File: src/rtl/led_scan_pkg.sv
// Shared constants for the LED scan controller: state encoding, channel count,
// BCD tens threshold and per-channel slice width.
package led_scan_pkg;

  localparam int NCH     = 4;
  localparam int SLICE_W = 4;

  localparam logic [SLICE_W-1:0] BCD_TENS = 4'd10;

  typedef logic [1:0] state_t;

  localparam state_t S_IDLE = 2'd0;
  localparam state_t S_LOAD = 2'd1;
  localparam state_t S_SHOW = 2'd2;
  localparam state_t S_NEXT = 2'd3;

endpackage

File: src/rtl/led_bcd4.sv
// Combinational 4-bit binary to two-digit BCD converter (values 0..15 only,
// so the tens digit is at most 1).
module led_bcd4
  import led_scan_pkg::*;
(
  input  logic [SLICE_W-1:0] bin,
  output logic [7:0]         bcd
);

  always_comb begin
    if (bin >= BCD_TENS) begin
      bcd = {4'd1, bin - BCD_TENS};
    end else begin
      bcd = {4'd0, bin};
    end
  end

endmodule

File: src/rtl/led_scan_ctrl.sv
// Round-robin LED scan controller feeding a two-digit LED driver.
// Optional macro LED_SCAN_BLINK_EN blinks 'on' during the last quarter of each dwell.
module led_scan_ctrl #(
  parameter int NCH   = led_scan_pkg::NCH,
  parameter int DWELL = 1000
) (
  input  logic                                 clk,
  input  logic                                 rst,
  input  logic [NCH-1:0]                       req,
  input  logic [NCH*led_scan_pkg::SLICE_W-1:0] din,
  output logic [NCH-1:0]                       grant,
  output logic [7:0]                           out,
  output logic                                 set,
  output logic                                 en,
  output logic                                 on,
  output logic                                 busy
);

  import led_scan_pkg::*;

  localparam int          PTR_W    = $clog2(NCH);
  localparam logic [15:0] CNT_LAST = 16'(DWELL - 1);

  state_t             state_q, state_d;
  logic [PTR_W-1:0]   ptr_q, ptr_d;
  logic [PTR_W-1:0]   sel_q, sel_d;
  logic [PTR_W-1:0]   winner, idx;
  logic [NCH-1:0]     grant_q, grant_d;
  logic [15:0]        cnt_q, cnt_d;
  logic [7:0]         out_q, out_d;
  logic               set_q, set_d;
  logic [SLICE_W-1:0] slice;
  logic [7:0]         bcd;

  // Walk the offsets from farthest to nearest so the requester closest after ptr wins.
  always_comb begin
    winner = ptr_q;
    idx    = ptr_q;
    for (int i = NCH; i >= 1; i--) begin
      idx = ptr_q + PTR_W'(i);
      if (req[idx]) begin
        winner = idx;
      end
    end
  end

  assign slice = din[int'(sel_q)*SLICE_W +: SLICE_W];

  led_bcd4 u_bcd (
    .bin (slice),
    .bcd (bcd)
  );

  always_comb begin
    state_d = state_q;
    ptr_d   = ptr_q;
    sel_d   = sel_q;
    grant_d = '0;
    cnt_d   = cnt_q;
    out_d   = out_q;
    set_d   = 1'b0;
    case (state_q)
      S_IDLE, S_NEXT: begin
        if (|req) begin
          state_d = S_LOAD;
          sel_d   = winner;
          grant_d = NCH'(1) << winner;
        end else begin
          state_d = S_IDLE;
        end
      end
      S_LOAD: begin
        ptr_d   = sel_q;
        out_d   = bcd;
        set_d   = 1'b1;
        cnt_d   = '0;
        state_d = S_SHOW;
      end
      S_SHOW: begin
        if (cnt_q == CNT_LAST) begin
          cnt_d   = '0;
          state_d = S_NEXT;
        end else begin
          cnt_d = cnt_q + 16'd1;
        end
      end
      default: state_d = S_IDLE;
    endcase
  end

  // ptr resets to the last channel so channel 0 is the first one served.
  always_ff @(posedge clk or negedge rst) begin
    if (!rst) begin
      state_q <= S_IDLE;
      ptr_q   <= PTR_W'(NCH - 1);
      sel_q   <= '0;
      grant_q <= '0;
      cnt_q   <= '0;
      out_q   <= 8'h00;
      set_q   <= 1'b0;
    end else begin
      state_q <= state_d;
      ptr_q   <= ptr_d;
      sel_q   <= sel_d;
      grant_q <= grant_d;
      cnt_q   <= cnt_d;
      out_q   <= out_d;
      set_q   <= set_d;
    end
  end

  assign grant = grant_q;
  assign out   = out_q;
  assign set   = set_q;
  assign en    = (state_q == S_SHOW);
  assign busy  = (state_q != S_IDLE);

`ifdef LED_SCAN_BLINK_EN
  localparam logic [15:0] BLINK_START = 16'(DWELL - DWELL / 4);
  assign on = en & ((cnt_q >= BLINK_START) ? ~cnt_q[1] : 1'b1);
`else
  assign on = en;
`endif

endmodule

File: config.mk
export PLATFORM = sky130hd
export DESIGN_NAME = led_scan_ctrl
export DESIGN_NICKNAME = d
export VERILOG_FILES = /design/src/rtl/led_scan_pkg.sv /design/src/rtl/led_bcd4.sv /design/src/rtl/led_scan_ctrl.sv
export SDC_FILE = /design/constraint.sdc
export NUM_CORES = 1
export LEC_CHECK = 0
export BUFFER_PORTS_ARGS = -buffer_cell sky130_fd_sc_hd__buf_2
export CORE_UTILIZATION = 45
export CTS_CLUSTER_DIAMETER = 40
export CTS_CLUSTER_SIZE = 40
export DETAILED_ROUTE_END_ITERATION = 7
export PLACE_DENSITY_LB_ADDON = 0.12
export SYNTH_ARGS = -nofsm -noshare
export SYNTH_HDL_FRONTEND = slang
export SYNTH_SLANG_ARGS = --single-unit
export TNS_END_PERCENT = 100
File: constraint.sdc
create_clock -name clk -period 2.9 [get_ports clk]
set_input_delay 0.145 -clock clk [delete_from_list [all_inputs] [get_ports clk]]
set_output_delay 0.145 -clock clk [all_outputs]
set_load 0.03 [all_outputs]
# Yosys cells after proc, flatten, opt, wreduce, memory -nomap -nowiden
# Index checks and enable logic that the tools add are counted.
# totals
reg_bits	35
in_bits	22
out_inout_bits	16
wordCells	47
# op_classes
n_addsub	5
order_cmp	4
eq_ne	5
shift	2
mux	18
n_reduce_logical	6
# op_table
cell	count
16-bit case mux with 2 select lines	1
16-bit by 1-bit adder with 16-bit output, second input constant	1
16-bit by 10-bit == test with 1-bit output, second input constant	1
16-bit two-way mux	1
16-bit by 5-bit indexed part select with 4-bit output	1
2-bit by 3-bit less-than comparator with 1-bit output, second input constant	3
2-bit two-way mux	4
4-bit two-way mux	2
1-bit binary-select mux with 2-bit select	3
2-bit case mux with 3 select lines	1
1-bit two-way mux	5
5-bit two-way mux	1
2-bit adder, second input constant	2
2-bit == test, second input constant	2
4-bit >= comparator, second input constant	1
2-bit nonzero test	2
4-bit OR reduction	1
1-bit by 2-bit left shift with 4-bit output, first input constant	1
4-bit subtractor, second input constant	1
2-bit by 1-bit adder with 2-bit output, second input constant	1
2-bit by 1-bit == test with 1-bit output, second input constant	1
2-bit logical NOT	1
2-bit by 1-bit != test with 1-bit output, second input constant	1
2-bit AND reduction	1
2-bit OR reduction	1

# Longest topological paths before layout
# Gate-level depths: netlist of the first run.
# logic_depth
depth_word	9
ltp_mapped	6
mapped_depth_nobuf	6

# By module
# A second synthesis of the first run with hierarchy kept.
# hier_totals
hier_cells	171
hier_area_um2	1863.0
# by_module_without_submodules
mod	n_inst	cells_per_inst	area_per_inst_um2	seq_area_each_um2
led_scan_ctrl	1	156	1769.2	878.3
led_bcd4	1	15	93.8	0.0

# Least setup slack after synthesis of the first run
# OpenSTA, ideal clock, no wires.
# synth_path
path_kind	reg-to-reg
from	register cnt_q[0]
to	register cnt_q[13]
setup_time_ns	0.126
arrival_time_ns	1.948
required_time_ns	2.774
path_slack_ns	0.826
path_stages_with_launch	7
n_path_buf	1
period_less_slack_ns	2.074
cell_sequence	dfrtp_1 > ha_1 > or4b_4 > o41ai_4 > and2_4 > buf_8 > a21oi_1
# synth_via
elab_chain_cells	3
word_cells_on_any_way	4
classes_between	1 x add/sub; 1 x eq/ne; 2 x mux
# synth_rtl
item	line	source
from (decl)	led_scan_ctrl.sv:29	logic [15:0] cnt_q, cnt_d;
from (signal assigned)	led_scan_ctrl.sv:106	cnt_q <= cnt_d;
16-bit by 1-bit adder with 16-bit output or 16-bit by 10-bit == test with 1-bit output (tied branches)	led_scan_ctrl.sv:84, led_scan_ctrl.sv:80	
16-bit two-way mux *	led_scan_ctrl.sv:80	if (cnt_q == CNT_LAST) begin
16-bit case mux with 2 select lines *	led_scan_ctrl.sv:62	case (state_q)
# Mark *: on every way between the ends. The rest lies on a longest branch, timed or not.
# A chain may end at the register's enable or synchronous reset.

# Worst setup path after layout of the first run
# layout_path
from	register cnt_q[1]
to	register state_q[1]
# layout_via
elab_chain_cells	2
# layout_rtl
item	line	source
16-bit by 10-bit == test with 1-bit output	led_scan_ctrl.sv:80	
2-bit by 1-bit != test with 1-bit output (no source line)	--	
to (signal assigned)	led_scan_ctrl.sv:102	state_q <= state_d;
to (decl)	led_scan_ctrl.sv:24	state_t state_q, state_d;
# No other way between the ends.

==> summary.txt, run 1 <==
Outcome
  – Run status: finished, final reports clean

Global routing
  – Via count of the first global-routing pass: 1362
  – GR Util All Layers: about 18%
  – First-pass GRT wire length: 5960 um
  – Pin count of the biggest net entering global routing: 33
  – Antenna violations before repair: 0
  – Total congestion overflow after global routing: 0

Detailed routing
  – Remaining antenna violation count after routing: 0
  – DR DRC count: 0
  – WL final: 3420 um
  – DR vias: 1388
  – Router iterations before antenna repair: 4
  – 1st-iter DRT viols: 33
  – Final routed wire length divided by cell count: 13.2 um
  – Routed vias/inst: ~5.3

Clocking
  – Clock tree root driver cell: sky130_fd_sc_hd__clkbuf_8
  – Maximum clock path buffer count: 2
  – CTS Sinks: 32
  – CTS tree: built
  – Number of buffers created by CTS: 5
  – Clk_lat worst skew: 0.28 ns
  – CTS clock-pin slew for the worst setup and hold paths: approximately 0.070 ns
  – CTS-repair resized insts: 0
  – H-tree Lvls: 2

Cells and area
  – Final Instance Count excl. Fillers: 260
  – Area taken by multi-input logic gates: 871 um^2
  – Final cell utilization of the core: 56.4%
  – Area used by sequential logic in the layout: approximately 800 um^2
  – Filler instances: around 340
  – Fraction of final layout cells sized beyond drive strength 1: 30.2%
  – P&R area growth vs syn: 18.4%
  – Number of nets in the final layout: about 240
  – Number of inserted diodes: 0

Setup path
  – Slowest Stage Delay on Critical Path: 0.59 ns
  – Max Fanout on Critical Path: 12
  – Setup CP Type: flop to flop
  – List of cells traversed by the critical path: ha_1 > or4b_4 > o41ai_4 > and2_4 > o21bai_1
  – Data arrival time of the critical path: 2.44 ns
  – Sum of buffers and inverters on the critical path: 0
  – Kind of cell with the highest combined delay on the critical path: simple AND/OR/NAND/NOR gates
  – Data required, critical path: about 3.1 ns
  – Worst-path cell with the longest stage delay: sky130_fd_sc_hd__o41ai_4
  – Capturing element type of the critical path: flop
  – Launching element type of the critical path: flop

Synth
  – Synth async-reset ratio: 100%
  – Syn Area/Cell: 10.2 um^2
  – Flops & latches, synth: 32
  – Portion of the post-synthesis area used by sequential elements: 45.3%
  – Synth Warn #: 0
  – Top FF cell, synth: sky130_fd_sc_hd__dfrtp_1
  – Synth unique cells: 45
  – Post-Syn Instances: between 150 and 200
  – Number of enable flip-flop cells after synthesis: 0
  – Netlist area before placement: 1770 um^2

STA
  – Number of hold violations in the final report: 0
  – Total count of max-transition violations in the final report: 0
  – Final setup violating endpoints: 0
  – Highest achievable clock rate: between 400 and 500 MHz
  – Final Skew: 0.00857 ns
  – Worst-case headroom to the max-slew limit: a little over half
  – Portion of the clock cycle consumed by the worst path in the final layout: around 77%
  – Slew of the pin with the lowest slew margin: between 0.6 and 0.7 ns
  – Time the worst path needs with I/O delays and setup: 2.24 ns
  – RSZ-0062 raised after global routing: false
  – Worst hold slack across all endpoints: 0.318 ns
  – Final setup TNS: 0 ns

Die
  – Area of the core: 3720 um^2
  – Count of pins on the block boundary: 38
  – Vertical die dimension: 64.7 um
  – Chip Width: 64.7 um
  – Die outline area: 4190 um^2
  – Initial Util: 47.7%
  – Standard-cell rows: 22

Pwr
  – Worst vdd ir: ~0.7 mV
  – Power consumption: 2.11 mW
  – Pwr/cell area: 1010 nW/um^2
  – Cell leakage power: 0.976 nW

Place
  – Global placer's final weighted congestion: 0.862
  – Number of port buffers: 34
  – Number of placed instances with taps included: 251
  – Final HPWL DP: 2480 um

Job
  – Max-cap viol count: 0

Min path
  – Hold crit path type: primary input to flop
-- final cells by class --
| cell class | count | share of cell area [%] |
|---|---|---|
| flip-flops and latches | 32 | 38.3 |
| clock inverters | 1 | 1.43 |
| clock buffers | 7 | 4.59 |
| repair buffers | 36 | 8.95 |
| multi-input cells | 123 | 41.5 |
| well taps | 48 | 2.86 |
| inverters | 13 | 2.33 |
-- logic make-up (layout without fill, tap and decap cells) --
logic type / Yosys count / count (layout) / share of synthesized area, %
AO/OA/AOI/OAI: 29 / 29 / 11.2
XOR/XNOR: 8 / 8 / 3.95
adder cells (fa/ha/maj): 5 / 5 / 3.53
buffers and inverters: 21 / 57 / 5.93
flip-flops: 32 / 32 / 45.3
multiplexers: 9 / 9 / 8.19
other: 1 / 3 / 0.212
AND/OR/NAND/NOR: 69 / 69 / 21.6
-- through the flow --
step	cell area, um^2	setup WS [ns]
after floorplan	1780	0.826
after global placement	1960	0.713
after detailed placement	1960	0.657
after CTS	2100	0.636
after global routing	2100	0.480
final	2100	0.657
-- power breakdown --
group,internal (mW),leakage (nW),switching [mW]
clock,0.303,0.0645,0.162
combinational,0.383,0.494,0.592
sequential,0.578,0.417,0.0934
-- repair_timing --
action | in CTS | in global routing
buffers inserted | 0 | 0
hold endpoints to repair | 30 | 0
hold buffers | 1 | 0
-- worst min-delay path, stage by stage --
cell and delay (ns):
sky130_fd_sc_hd__buf_2 0.07, sky130_fd_sc_hd__mux4_2 0.21, sky130_fd_sc_hd__mux2_2 0.13
-- flip-flops by register name, summed over array words and instances, names as in the netlist --
signal,count
ptr_q,2
state_q,2
out,5
set,1
sel_q,2
cnt_q,16
grant,4
-- Yosys cell counts, types with 5 or more instances --
cell | number | share of area, %
sky130_fd_sc_hd__a21oi_1 | 8 | 2.3
sky130_fd_sc_hd__o21ai_0 | 8 | 2.3
sky130_fd_sc_hd__inv_1 | 13 | 2.8
sky130_fd_sc_hd__ha_1 | 5 | 3.5
sky130_fd_sc_hd__nand4_1 | 5 | 1.8
sky130_fd_sc_hd__nor2_1 | 20 | 4.2
sky130_fd_sc_hd__nand2_1 | 10 | 2.1
sky130_fd_sc_hd__xnor2_1 | 6 | 3.0
sky130_fd_sc_hd__dfrtp_1 | 30 | 42
-- worst paths after layout --
path	from	endpoint	slack [ns]	cells after the start
max reg2reg	cnt_q[1]$_DFFE_PN0N_	state_q[1]$_DFFE_PN0P_	0.66	5
max	cnt_q[1]$_DFFE_PN0N_	state_q[1]$_DFFE_PN0P_	0.66	5
min	din[0]	out[0]$_DFFE_PN0P_	0.32	3
max in group asynchronous	rst	cnt_q[4]$_DFFE_PN0N_	2.00	2
min in group asynchronous	rst	out[3]$_DFFE_PN0P_	0.44	2
min reg2reg	out[2]$_DFFE_PN0P_	out[2]$_DFFE_PN0P_	0.50	1
-- per-layer routing --
| metal | GRT usage, % | vias to the layer above | wire [um] |
|---|---|---|---|
| met4 | 6.67 | 0 | 47 |
| met2 | 30.3 | 35 | 1580 |
| met5 | 0 | - | 0 |
| met1 | 23.5 | 662 | 1620 |
| li1 | - | 686 | - |
| met3 | 4.40 | 5 | 177 |
-- layout by cell type (no fill, tap or decap), types with 2 or more instances in the layout --
cell type                  instances
sky130_fd_sc_hd__a211o_1           2
sky130_fd_sc_hd__a21oi_1           8
sky130_fd_sc_hd__and3_1            3
sky130_fd_sc_hd__and3_2            3
sky130_fd_sc_hd__buf_2            34
sky130_fd_sc_hd__clkbuf_8          7
sky130_fd_sc_hd__conb_1            3
sky130_fd_sc_hd__dfrtp_1          30
sky130_fd_sc_hd__dfstp_2           2
sky130_fd_sc_hd__ha_1              5
sky130_fd_sc_hd__inv_1            13
sky130_fd_sc_hd__mux2_2            4
sky130_fd_sc_hd__mux4_2            4
sky130_fd_sc_hd__nand2_1          10
sky130_fd_sc_hd__nand3_1           3
sky130_fd_sc_hd__nand4_1           5
sky130_fd_sc_hd__nor2_1           20
sky130_fd_sc_hd__nor2_2            2
sky130_fd_sc_hd__nor3_1            4
sky130_fd_sc_hd__nor4_1            4
sky130_fd_sc_hd__o21ai_0           8
sky130_fd_sc_hd__o22ai_1           3
sky130_fd_sc_hd__or3_1             4
sky130_fd_sc_hd__or4b_4            2
sky130_fd_sc_hd__xnor2_1           6
sky130_fd_sc_hd__xor2_1            2
Power figures use the tool's default switching activity.
==> inputs of run 2 (changes only) <==
==> constraint.sdc (replaced) <==
create_clock -name clk -period 1.9 [get_ports clk]
set_input_delay 0.095 -clock clk [delete_from_list [all_inputs] [get_ports clk]]
set_output_delay 0.095 -clock clk [all_outputs]
set_load 0.03 [all_outputs]
==> summary.txt, run 2 (synthesis results as in run 1) <==
Outcome
  – Run status: finished, final reports clean

Setup path
  – Critical Path Source: cnt_q[12]$_DFFE_PN0N_
  – Data required, critical path: 2.07 ns (-1.03 ns)
  – Critical register-to-register path startpoint: cnt_q[12]$_DFFE_PN0N_
  – Setup CP Type: flop to flop
  – Capturing element type of the critical path: flop
  – Launching element type of the critical path: flop
  – Data arrival time of the critical path: 2.05 ns (-0.39 ns)
  – Kind of cell with the highest combined delay on the critical path: simple AND/OR/NAND/NOR gates
  – List of cells traversed by the critical path: or4b_4 > o41ai_4 > buf_6 > nor2_1 > mux2_2
  – Slowest Stage Delay on Critical Path: 0.56 ns (-0.03 ns)
  – Max Fanout on Critical Path: 8 (-4)
  – Worst-path cell with the longest stage delay: sky130_fd_sc_hd__or4b_4
  – Sum of buffers and inverters on the critical path: 1 (+1)

STA
  – RSZ-0062 raised after global routing: true
  – Final setup TNS: 0 ns (unchanged)
  – Portion of the clock cycle consumed by the worst path in the final layout: 98.8% (+21 points)
  – Highest achievable clock rate: 533 MHz (+19%)
  – Number of hold violations in the final report: 0 (unchanged)
  – Total count of max-transition violations in the final report: 0 (unchanged)
  – Final worst slack: 0.0227 ns (-0.635 ns)
  – Slew of the pin with the lowest slew margin: 0.736 ns (+0.0374 ns)
  – Worst-case headroom to the max-slew limit: 51.0% (-2.5 points)
  – Final setup violating endpoints: 0 (unchanged)
  – Time the worst path needs with I/O delays and setup: 1.88 ns (-0.365 ns)
  – Final Skew: 0.00151 ns (-0.00706 ns)

Pwr
  – Power consumption: 3.47 mW (+64%)
  – Worst vdd ir: 0.767 mV (+11%)
  – Pwr/cell area: 1500 nW/um^2 (+49%)
  – Cell leakage power: 1.11 nW (+13%)

Place
  – Setup slack at placement: -0.0756 ns (-0.733 ns)
  – Number of placed instances with taps included: 268 (+6.8%)
  – Number of port buffers: 34 (unchanged)
  – Standard cell area after detailed placement: 2090 um^2 (+6.6%)
  – Final HPWL DP: 2920 um (+18%)
  – Global placer's final weighted congestion: 0.791 (-8.3%)

Detailed routing
  – Remaining antenna violation count after routing: 0 (unchanged)
  – DR vias: 1549 (+12%)
  – 1st-iter DRT viols: 53 (+61%)
  – WL final: 4170 um (+22%)
  – Router iterations before antenna repair: 4 (unchanged)
  – DR DRC count: 0 (unchanged)
  – Top routing layer in use: met4
  – Wire length on met3: 154 um (-13%)
  – Routed vias/inst: 5.47 (+2.5%)
  – Final routed wire length divided by cell count: 14.7 um (+12%)
  – M1 wire length: 1710 um (+5.4%)
  – Met2 routed wirelength: 2220 um (+40%)

Global routing
  – Via count of the first global-routing pass: 1738 (+28%)
  – First-pass GRT wire length: 7310 um (+23%)
  – Total congestion overflow after global routing: 0 (unchanged)
  – Pin count of the biggest net entering global routing: 33 (unchanged)
  – Antenna violations before repair: 0 (unchanged)
  – GR Util All Layers: 22.5% (+4.0 points)

Min path
  – Hold crit path type: primary input to flop
  – Critical hold path startpoint: req[2]

Clocking
  – Clk_lat worst skew: 0.28 ns (about the same)
  – H-tree Lvls: 2 (unchanged)
  – CTS tree: built
  – Number of buffers created by CTS: 5 (unchanged)
  – CTS clock-pin slew for the worst setup and hold paths: 0.07 ns (about the same)
  – Clock tree root driver cell: sky130_fd_sc_hd__clkbuf_8
  – CTS Sinks: 32 (unchanged)
  – Maximum clock path buffer count: 2 (unchanged)

Cells and area
  – Number of nets in the final layout: 261 (+9.7%)
  – Most common library cell in the layout ignoring fill and taps: sky130_fd_sc_hd__buf_2
  – Final Instance Count excl. Fillers: 283 (+8.8%)
  – Top reg by flops: cnt_q
  – Final instance area: 2310 um^2 (+10%)
  – Fraction of final layout cells sized beyond drive strength 1: 40.9% (+11 points)
  – Max reg flops: 16 (unchanged)
  – Number of inserted diodes: 0 (unchanged)
  – Commonest cells after routing, fill and taps aside: 34 x sky130_fd_sc_hd__buf_2, 30 x sky130_fd_sc_hd__dfrtp_1, 21 x sky130_fd_sc_hd__buf_4
  – P&R area growth vs syn: 30.6%

Job
  – Max-cap viol count: 0 (unchanged)

Die
  – Area of the core: 3720 um^2 (unchanged)
  – Initial Util: 47.7% (unchanged)
  – Vertical die dimension: 64.7 um (unchanged)
  – Die outline area: 4190 um^2 (unchanged)
  – Standard-cell rows: 22 (unchanged)
  – Chip Width: 64.7 um (unchanged)
  – Count of pins on the block boundary: 38 (unchanged)
## run 2: timing repair
| item | CTS | global route |
|---|---|---|
| hold buffers | 1 | 0 |
| hold endpoints to repair | 30 | 0 |
| gates cloned | 1 | 0 |
| setup buffers | 3 | 2 |
| endpoints found under the setup margin | 15 | 13 |
| resized for setup | 2 | 11 |
| pin swaps | 3 | 2 |
## run 2: path summary, 6_finish.rpt
kind / to / slack [ns] / cells past startpoint
min in group asynchronous: out[1]$_DFFE_PN0P_ / 0.40 / 2
worst max-delay path: cnt_q[0]$_DFFE_PN0N_ / 0.02 / 5
worst min-delay path: grant[2]$_DFF_PN0_ / 0.27 / 4
worst max register to register: cnt_q[0]$_DFFE_PN0N_ / 0.02 / 5
worst min register to register: out[1]$_DFFE_PN0P_ / 0.50 / 1
max in group asynchronous: cnt_q[1]$_DFFE_PN0N_ / 1.03 / 2
## run 2: metal layers
layer / global-route usage (%) / vias to the layer above
met4: 9.44 / 0
met2: 41.9 / 43
li1: - / 730
met5: 0 / -
met3: 4.05 / 12
met1: 24.7 / 764
## run 2: where the power goes
part | switching (mW) | internal, mW
sequential | 0.146 | 0.882
combinational | 1.04 | 0.750
clock | 0.266 | 0.388
total | 1.45 | 2.02
## run 2: metrics by stage
| stage | hold WS (ns) | util (%) |
|---|---|---|
| finish | 0.270 | 62.3 |
| floorplan | -0.201 | - |
| global route | 0.286 | 62.3 |
| global placement | 0.189 | 56.3 |
| CTS | 0.265 | 60.5 |
| detailed placement | 0.192 | 56.3 |
## run 2: layout make-up
cell class	instances	area [um^2]
Clock inverter	3	42.5
Inverter	13	48.8
Tap cell	48	60.1
Sequential cell	32	803
Fill cell	318	1400
Multi-Input combinational cell	124	931
Clock buffer	5	68.8
Timing Repair Buffer	58	360
## run 2: tightest hold or removal path, cell delays in order
cell	delay, ns
sky130_fd_sc_hd__buf_2	0.11
sky130_fd_sc_hd__or3_1	0.13
sky130_fd_sc_hd__nand3_1	0.09
sky130_fd_sc_hd__nor2_1	0.09
==> inputs of run 3 (changes only) <==
--- a/config.mk
+++ b/config.mk
@@ -6,7 +6,7 @@
 export NUM_CORES = 1
 export LEC_CHECK = 0
 export BUFFER_PORTS_ARGS = -buffer_cell sky130_fd_sc_hd__buf_2
-export CORE_UTILIZATION = 45
+export CORE_UTILIZATION = 34
 export CTS_CLUSTER_DIAMETER = 40
 export CTS_CLUSTER_SIZE = 40
 export DETAILED_ROUTE_END_ITERATION = 7
==> summary.txt, run 3 (synthesis results as in run 1) <==
Outcome
  – Run status: finished with violations
  – Violations in the final reports: negative setup slack

Cells and area
  – Most common library cell in the layout ignoring fill and taps: sky130_fd_sc_hd__buf_2
  – Number of inserted diodes: 0 (unchanged)
  – Fraction of final layout cells sized beyond drive strength 1: 40.4% (-0.43 points)
  – Final instance area: 2310 um^2 (-0.22%)
  – Area taken by multi-input logic gates: 931 um^2 (unchanged)
  – Max reg flops: 16 (unchanged)
  – Filler instances: 497 (+56%)
  – Top reg by flops: cnt_q
  – P&R area growth vs syn: 30.4%
  – Commonest cells after routing, fill and taps aside: 34 x sky130_fd_sc_hd__buf_2, 30 x sky130_fd_sc_hd__dfrtp_1, 23 x sky130_fd_sc_hd__buf_4
  – Number of nets in the final layout: 261 (unchanged)
  – Area used by sequential logic in the layout: 803 um^2 (unchanged)
  – Final Instance Count excl. Fillers: 302 (+6.7%)

Clocking
  – Maximum clock path buffer count: 2 (unchanged)
  – CTS clock-pin slew for the worst setup and hold paths: 0.06 ns (about the same)
  – H-tree Lvls: 2 (unchanged)
  – CTS Sinks: 32 (unchanged)
  – Clock tree root driver cell: sky130_fd_sc_hd__clkbuf_8
  – Number of buffers created by CTS: 5 (unchanged)
  – CTS tree: built
  – Clk_lat worst skew: 0.28 ns (about the same)

STA
  – Final Skew: 0.00321 ns (+0.00170 ns)
  – Worst hold slack across all endpoints: 0.267 ns (-0.00239 ns)
  – Slew of the pin with the lowest slew margin: 0.715 ns (-0.0202 ns)
  – Portion of the clock cycle consumed by the worst path in the final layout: 103% (+3.7 points)
  – Final worst slack: -0.0485 ns (-0.0712 ns)
  – Number of hold violations in the final report: 0 (unchanged)
  – Final setup violating endpoints: 2 (+2)
  – Time the worst path needs with I/O delays and setup: 1.95 ns (+0.0712 ns)
  – Worst-case headroom to the max-slew limit: 52.3% (+1.3 points)
  – Highest achievable clock rate: 513 MHz (-3.7%)
  – Total count of max-transition violations in the final report: 0 (unchanged)
  – RSZ-0062 raised after global routing: true

Detailed routing
  – WL final: 3980 um (-4.5%)
  – Final routed wire length divided by cell count: 13.2 um (-10%)
  – 1st-iter DRT viols: 50 (-5.7%)
  – Remaining antenna violation count after routing: 0 (unchanged)
  – DR vias: 1510 (-2.5%)
  – DR DRC count: 0 (unchanged)
  – Routed vias/inst: 5.00 (-8.7%)
  – Router iterations before antenna repair: 4 (unchanged)

Global routing
  – Met3 routing resource usage after global routing: 3.79% (-0.26 points)
  – Pin count of the biggest net entering global routing: 33 (unchanged)
  – Met2 track demand over resource: 28.2% (-14 points)
  – Total congestion overflow after global routing: 0 (unchanged)
  – Via count of the first global-routing pass: 1552 (-11%)
  – M1 GR Usage: 19.7% (-5.0 points)
  – GR Util All Layers: 16.6% (-5.9 points)
  – Antenna violations before repair: 0 (unchanged)
  – First-pass GRT wire length: 6770 um (-7.4%)
  – Highest-utilization routing layer at the global route stage: met2

Setup path
  – Setup CP Type: flop to flop
  – Launching element type of the critical path: flop
  – Data arrival time of the critical path: 2.12 ns (+0.07 ns)
  – List of cells traversed by the critical path: ha_2 > or4b_4 > o41ai_4 > buf_4 > nor2_2 > mux2_4
  – Worst-path cell with the longest stage delay: sky130_fd_sc_hd__or4b_4
  – Data required, critical path: 2.07 ns (about the same)
  – Max Fanout on Critical Path: 7 (-1)
  – Capturing element type of the critical path: flop
  – Slowest Stage Delay on Critical Path: 0.48 ns (-0.08 ns)

Place
  – Global placer's final weighted congestion: 0.762 (-3.7%)
  – Number of port buffers: 34 (unchanged)
  – Final HPWL DP: 2820 um (-3.5%)
  – Standard cell area after detailed placement: 2120 um^2 (+1.5%)
  – Number of placed instances with taps included: 288 (+7.5%)

Pwr
  – Sequential fraction of design power: 30.5% (+0.9 points)
  – Switch Pwr: 1.43 mW (-1.8%)
  – Internal power: 1.92 mW (-4.7%)
  – Pwr/cell area: 1450 nW/um^2 (-3.3%)
  – Cell leakage power: 1.07 nW (-3.6%)
  – Power consumption: 3.35 mW (-3.5%)
  – Clock Power Share: 16.1% (-2.7 points)
  – Worst vdd ir: 0.692 mV (-9.8%)
  – Net Sw Frac: 42.6% (+0.74 points)
  – Part of the total power dissipated in combinational logic: 53.5% (+1.9 points)

Die
  – Die outline area: 5500 um^2 (+31%)
  – Area of the core: 4880 um^2 (+31%)
  – Count of pins on the block boundary: 38 (unchanged)
  – Vertical die dimension: 74.2 um (+15%)
  – Standard-cell rows: 25 (+14%)
  – Initial Util: 36.3% (-11 points)
  – Chip Width: 74.2 um (+15%)

Job
  – Max-cap viol count: 0 (unchanged)

Min path
  – Hold crit path type: primary input to flop
[run 3: cell types whose count changed in the layout (fill, tap and decap cells not counted), sizes merged]
cell	change
bufinv	-1
clkbuf	+3
clkinv	-1
clkinvlp	-1
[run 3: critical path: cells and delay by family, from the launching register on]
kind	cells	cell delay (ns)
AO/OA/AOI/OAI	1	0.31
adder cells (fa/ha/maj)	1	0.19
buffers and inverters	1	0.20
flip-flops	1	0.36
multiplexers	1	0.25
AND/OR/NAND/NOR	2	0.53
[run 3: path summary, 6_finish.rpt]
path                                        end  slack [ns]  depth (start not counted)                 start
max in group asynchronous  sel_q[1]$_DFFE_PN0P_        1.03                          2                   rst
min                          out[0]$_DFFE_PN0P_        0.27                          3               din[12]
min in group asynchronous    grant[2]$_DFF_PN0_        0.41                          2                   rst
max reg2reg                cnt_q[0]$_DFFE_PN0N_       -0.05                          6  cnt_q[1]$_DFFE_PN0N_
min reg2reg                  out[0]$_DFFE_PN0P_        0.50                          1    out[0]$_DFFE_PN0P_
max                        cnt_q[0]$_DFFE_PN0N_       -0.05                          6  cnt_q[1]$_DFFE_PN0N_
[run 3: layout make-up]
| type | count | share of cell area, % |
|---|---|---|
| Multi-Input combinational cell | 124 | 40.3 |
| Sequential cell | 32 | 34.8 |
| Timing Repair Buffer | 58 | 15.3 |
| Clock buffer | 8 | 3.90 |
| Tap cell | 67 | 3.63 |
| Inverter | 13 | 2.11 |
[run 3: power groups by stage]
stage	logic (mW)	clock network (mW)	registers, mW
2_1_floorplan	1.06	0	1.18
3_3_place_gp	1.61	0	1.02
3_5_place_dp	1.65	0	1.03
4_1_cts	1.73	0.550	1.02
5_1_grt	1.95	0.577	1.05
6_report	1.79	0.539	1.02
[run 3: through the flow]
| stage | setup WS (ns) | TNS [ns] | utilization (%) |
|---|---|---|---|
| 5_1_grt | -0.0994 | -0.705 | 47.3 |
| 3_5_place_dp | -0.0687 | -0.432 | 43.5 |
| 4_1_cts | -0.0427 | -0.0427 | 45.9 |
| 3_3_place_gp | -0.0389 | -0.0826 | 43.5 |
| 6_report | -0.0485 | -0.0593 | 47.3 |
| 2_1_floorplan | -0.129 | -1.48 | - |
[run 3: what timing repair did]
item                                    in CTS  in global routing
endpoints found under the setup margin      15                 17
hold endpoints to repair                    30                  0
gates resized for setup                      2                 11
buffers inserted                             1                  3
hold buffers                                 1                  0
cloned                                       1                  0
pin swaps                                    2                  8
[run 3: per-layer routing]
metal | wire length, um | vias to the layer above
met3 | 166 | 6
met1 | 1820 | 737
met2 | 1920 | 38
li1 | - | 729
met4 | 72 | 0
met5 | 0 | -
